<file path="config.mk">
export PLATFORM = sky130hd
export DESIGN_NAME = seg_scan_driver
export DESIGN_NICKNAME = d
export VERILOG_FILES = /design/src/rtl/seg_scan_driver.sv
export SDC_FILE = /design/constraint.sdc
export NUM_CORES = 1
export LEC_CHECK = 0
export BUFFER_PORTS_ARGS = -buffer_cell sky130_fd_sc_hd__buf_4
export CORE_MARGIN = 4
export CORE_UTILIZATION = 55
export CTS_CLUSTER_DIAMETER = 30
export DETAILED_ROUTE_END_ITERATION = 12
export HOLD_SLACK_MARGIN = 0.1
export PLACE_DENSITY = 0.79
export SLEW_MARGIN = 5
export SYNTH_ARGS = -nofsm -noshare
export SYNTH_HDL_FRONTEND = slang
export SYNTH_SLANG_ARGS = --single-unit
</file>
<file path="constraint.sdc">
create_clock -name clk -period 3.3 [get_ports clk]
set_input_delay 0 -clock clk [delete_from_list [all_inputs] [get_ports clk]]
set_output_delay 0 -clock clk [all_outputs]
set_load 0.03 [all_outputs]
</file>
<file path="src/rtl/seg_scan_driver.sv">
// Scans eight 7-segment tubes from a shadowed frame of hex codes and dp/blank/blink masks.
// Outputs are registered one cycle behind p/k. Optional blink is enabled by the SEG_BLINK_EN macro.
module seg_scan_driver #(
  parameter int SCAN_DIV     = 100000,
  parameter int BLANK_CYCLES = 1000,
  parameter int BLINK_DIV    = 50000000
) (
  input  logic        clk,
  input  logic        rst,
  input  logic        en,
  input  logic [31:0] digits,
  input  logic [7:0]  dots,
  input  logic [7:0]  blank,
  input  logic [7:0]  blink,
  output logic [7:0]  digit1,
  output logic [7:0]  digit2,
  output logic [7:0]  tube_sel,
  output logic        frame_start
);
  localparam int PW = (SCAN_DIV > 1) ? $clog2(SCAN_DIV) : 1;

  logic [PW-1:0] p;
  logic [2:0]    k;
  logic          en_d;
  logic [31:0]   sh_digits;
  logic [7:0]    sh_dots;
  logic [7:0]    sh_blank;
  logic [7:0]    sh_blink;
  logic          slot_end;
  logic          capture;
  logic          suppress;
  logic          visible;
  logic [3:0]    code;
  logic [7:0]    raw;
  logic [7:0]    seg;

  assign slot_end = (p == PW'(SCAN_DIV - 1));
  // Capture at the last cycle of tube 7, or on the first enabled cycle after en was low.
  assign capture  = en && (!en_d || (slot_end && (k == 3'd7)));

  always_ff @(posedge clk) begin
    if (rst || !en) begin
      p <= '0;
      k <= '0;
    end else if (slot_end) begin
      p <= '0;
      k <= k + 3'd1;
    end else begin
      p <= p + PW'(1);
    end
  end

  always_ff @(posedge clk) begin
    if (rst) begin
      en_d      <= 1'b0;
      sh_digits <= '0;
      sh_dots   <= '0;
      sh_blank  <= 8'hFF;
      sh_blink  <= '0;
    end else begin
      en_d <= en;
      if (capture) begin
        sh_digits <= digits;
        sh_dots   <= dots;
        sh_blank  <= blank;
        sh_blink  <= blink;
      end
    end
  end

`ifdef SEG_BLINK_EN
  localparam int BW = (BLINK_DIV > 1) ? $clog2(BLINK_DIV) : 1;
  logic [BW-1:0] bcnt;
  logic          phase;

  // Phase also restarts at 0 whenever the display is disabled.
  always_ff @(posedge clk) begin
    if (rst || !en) begin
      bcnt  <= '0;
      phase <= 1'b0;
    end else if (bcnt == BW'(BLINK_DIV - 1)) begin
      bcnt  <= '0;
      phase <= ~phase;
    end else begin
      bcnt <= bcnt + BW'(1);
    end
  end

  assign suppress = phase & sh_blink[k];
`else
  logic unused_blink;
  assign unused_blink = ^sh_blink;
  assign suppress     = 1'b0;
`endif

  always_comb begin
    code = sh_digits[{k, 2'b00} +: 4];
    raw  = 8'h00;
    case (code)
      4'h0: raw = 8'hFC;
      4'h1: raw = 8'h60;
      4'h2: raw = 8'hDA;
      4'h3: raw = 8'hF2;
      4'h4: raw = 8'h66;
      4'h5: raw = 8'hB6;
      4'h6: raw = 8'hBE;
      4'h7: raw = 8'hE0;
      4'h8: raw = 8'hFE;
      4'h9: raw = 8'hF6;
      4'hA: raw = 8'hEE;
      4'hB: raw = 8'h3E;
      4'hC: raw = 8'h9C;
      4'hD: raw = 8'h7A;
      4'hE: raw = 8'h9E;
      default: raw = 8'h8E;
    endcase
    seg     = {raw[7:1], sh_dots[k]};
    visible = (p >= PW'(BLANK_CYCLES)) && !sh_blank[k] && !suppress;
  end

  always_ff @(posedge clk) begin
    if (rst) begin
      digit1      <= '0;
      digit2      <= '0;
      tube_sel    <= '0;
      frame_start <= 1'b0;
    end else begin
      frame_start <= capture;
      if (en && visible) begin
        tube_sel <= 8'd1 << k;
        digit1   <= k[2] ? 8'h00 : seg;
        digit2   <= k[2] ? seg : 8'h00;
      end else begin
        tube_sel <= '0;
        digit1   <= '0;
        digit2   <= '0;
      end
    end
  end
endmodule

</file>
==> run_results.csv <==
group,metric,value,unit
worst_setup_path,required,3540,ps
worst_setup_path,reg2reg_from,"k[0]$_SDFFE_PP0P_",
die,start_util,56.8,%
yosys,synth_top_cell_by_area,"dfxtp_1",
cts,path_clk_slew,90,ps
place,io_buffer_count,75,
power,p_per_area,399,nW/um2
detailed_routing,ant_nets,0,
place,placedInstanceArea,4990,um2
die,die_h,97.3,um
power,power_frac_seq,52.7,%
yosys,ys_seq_area_share,42.9,%
detailed_routing,vias,3253,
worst_setup_path,critPathTopFamily,"multiplexers",
detailed_routing,drt_pass1_iterations,4,
yosys,syn_inst,432,
worst_setup_path,worstPathMaxFanout,7,
global_route,grt_pass1_vias,3238,
cts,htree_levels,3,
cts,clock-root-buffer,"clkbuf_8",
yosys,yosysWarnings,0,
power,combPwrFrac,12.1,%
timing,rsz0062_at_grt,"no",
cells_and_area,mostFrequentLayoutCells,"dfxtp_1, nand2b_1, buf_4",
timing,min_period_over_period,83.4,%
yosys,synthSimpleGateAreaFrac,23.4,%
die,die_x,97.3,um
yosys,synth_area_leaders,"dfxtp_1, mux2i_1, nand2b_1",
worst_setup_path,path_class,"register to register",
cells_and_area,fin_nets,622,
power,p_switching,0.507,mW
worst_setup_path,critPathLaunchType,"register",
worst_hold_path,hp-start,"rst",
worst_setup_path,worstPathCellList,"mux4_2 > mux2i_1 > ha_1 > inv_1 > or3b_2 > and3b_1",
cts,cts_tree,"done",
worst_setup_path,crit_arrival,2990,ps
timing,skew,10.3,ps
worst_setup_path,crit_path_top_delay_cell,"dfxtp_1",
yosys,synth_top_family_by_area,"simple AND/OR/NAND/NOR gates",
detailed_routing,drt_wl_total,9000,um
detailed_routing,drtIter0Drc,116,
cells_and_area,drive_above_1_share,21.2,%
die,rows,32,
cts,clk_latency,350,ps
yosys,syn_area_per_cell,10.2,um2
cells_and_area,n_fill_cell,534,
global_route,gr-total-overflow,0,
yosys,synth.cell_area,4390,um2
die,die_area,9470,um2
power,ir_drop,0.000254,V
timing,tightest_slew,653,ps
power,p_int,1.76,mW
cells_and_area,syn_to_final_growth,29.5,%
timing,setup_tns,0,ps
timing,finalSetupViolations,0,
place,hpwlAfterDp,5750,um
cells_and_area,stdcell_area,5680,um2
cells_and_area,num_antenna_cells,0,
yosys,synth_cell_types,37,
timing,max_clock_freq,0.363,GHz
global_route,grt_pass1_wl,15400,um
yosys,synth.top_cell.area_share,42.9,%
worst_setup_path,critical_path_buf_inv_count,1,
detailed_routing,drc,0,
die,io-pin-count,84,
detailed_routing,wire_per_inst,13.7,um
global_route,grt.total_usage,19.7,%
worst_setup_path,startpoint,"k[0]$_SDFFE_PP0P_",
yosys,yosys.area_share.adder,3.99,%
power,leakage,2.34,nW
yosys,synth.mux.area_fraction,20.2,%
power,p_clk_share,35.3,%
global_route,antenna_found_initial,0,
cts,cts_buffers,9,
worst_setup_path,max_stage_delay,600,ps
cts,clockBufferDepth,2,
yosys,synth_compound_area_share,1.11,%
yosys,synthesis.nets,505,
die,core_area,7730,um2
global_route,grt_max_degree,98,
worst_setup_path,worstSetupEndpointType,"register",
cells_and_area,final_common_cell,"dfxtp_1",
timing,hold_viol,0,
yosys,synthXorXnorAreaFrac,3.39,%
place,gp_congestion,0.823,
cts,cts_sinks,94,
run_status,status,"finished, final reports clean",
timing,slew_headroom,56.5,%
yosys,ys_ff_latch,94,
cts,cts_resized,0,
worst_hold_path,hp-class,"input pin to register",
timing,fin_crit,2750,ps
run,cap_violations,0,
detailed_routing,via_per_inst,4.97,
power,switching_share,22.4,%
timing,finalMaxSlewViolations,0,
path summary, 6_finish.rpt:
check                                                  end  slack [ps]  cells past startpoint
worst max-delay path                  digit1[3]$_SDFF_PP0_         550                      6
worst min register to register  sh_digits[17]$_SDFFE_PP0P_         470                      2
worst min-delay path              sh_blank[0]$_SDFFE_PP1P_         230                      3
worst max register to register        digit1[3]$_SDFF_PP0_         550                      6
metal layers:
| layer | wire length [um] | global-route usage (%) | up-vias | part of all wire, % |
|---|---|---|---|---|
| met5 | 0 | 0 | - | 0 |
| met4 | 89 | 6.71 | 0 | 0.99 |
| met3 | 470 | 4.59 | 10 | 5.2 |
| met2 | 4470 | 33.1 | 84 | 50 |
| met1 | 3970 | 24.9 | 1503 | 44 |
| li1 | - | - | 1656 | - |
cells in the mapped netlist:
cell type	count
o21ai_0	1
nor4_1	2
and3b_1	2
buf_4	4
a211oi_1	1
nor3_1	6
xor2_1	7
and2_1	2
nand4bb_1	1
buf_12	3
mux2_2	3
nor4_4	1
buf_2	4
a21boi_2	1
nand4b_1	1
mux2i_1	58
or3_1	1
or3b_2	2
ha_1	14
a22o_1	1
or4_1	1
nand3_1	7
inv_1	16
nand2b_1	82
nor2_1	62
nand2_1	6
nor3b_1	2
xnor2_1	10
nor2b_1	3
nand4_1	4
clkbuf_1	14
dfxtp_1	94
or2_2	1
or4_4	1
mux4_2	12
o2bb2ai_1	1
o31ai_1	1
metrics by stage:
stage	power, mW	hold WS [ps]	worst slack (ps)	util (%)	std cells
6_report	2.27	235	549	73.5	655
5_1_grt	2.35	292	340	73.5	655
4_1_cts	2.28	228	541	73.5	655
3_5_place_dp	1.44	267	612	64.5	591
3_3_place_gp	1.44	255	664	64.5	591
2_1_floorplan	1.37	155	616	-	432
cell type report:
cell class                      instances  area (um2)  share of cell area (%)
Inverter                               16        60.1                    1.06
Clock inverter                          4        72.6                    1.28
Timing Repair Buffer                  131        1120                    19.7
Tap cell                              102         128                    2.25
Sequential cell                        94        1880                    33.1
Clock buffer                           11         131                    2.31
Multi-Input combinational cell        297        2290                    40.3
power by group through the flow:
stage / registers, mW / clock network [mW] / logic, mW
6_report: 1.19 / 0.799 / 0.274
3_5_place_dp: 1.22 / 0 / 0.224
3_3_place_gp: 1.22 / 0 / 0.218
4_1_cts: 1.19 / 0.811 / 0.271
2_1_floorplan: 1.21 / 0 / 0.158
5_1_grt: 1.20 / 0.851 / 0.300
registers in the layout (all words and copies together) (netlist names):
register / flops
sh_digits: 32
frame_start: 1
digit2: 8
digit1: 8
sh_dots: 8
p: 17
en_d: 1
sh_blank: 8
tube_sel: 8
k: 3
cell families after synthesis:
| logic type | Yosys count |
|---|---|
| compound gates | 6 |
| buf+inv | 41 |
| mux | 73 |
| simple gates | 187 |
| xor+xnor | 17 |
| fa+ha+maj | 14 |
| flops | 94 |
what timing repair did:
| item | in CTS | in global routing |
|---|---|---|
| hold buffers | 49 | 0 |
| buffers inserted | 0 | 0 |
| hold endpoints to repair | 55 | 0 |
worst register-to-register path: stages, from the launching register on:
cell,delay (ps)
dfxtp_1,600
mux4_2,570
mux2i_1,470
ha_1,270
inv_1,60
or3b_2,480
and3b_1,200
No activity file was read; power rests on OpenSTA's default activity.
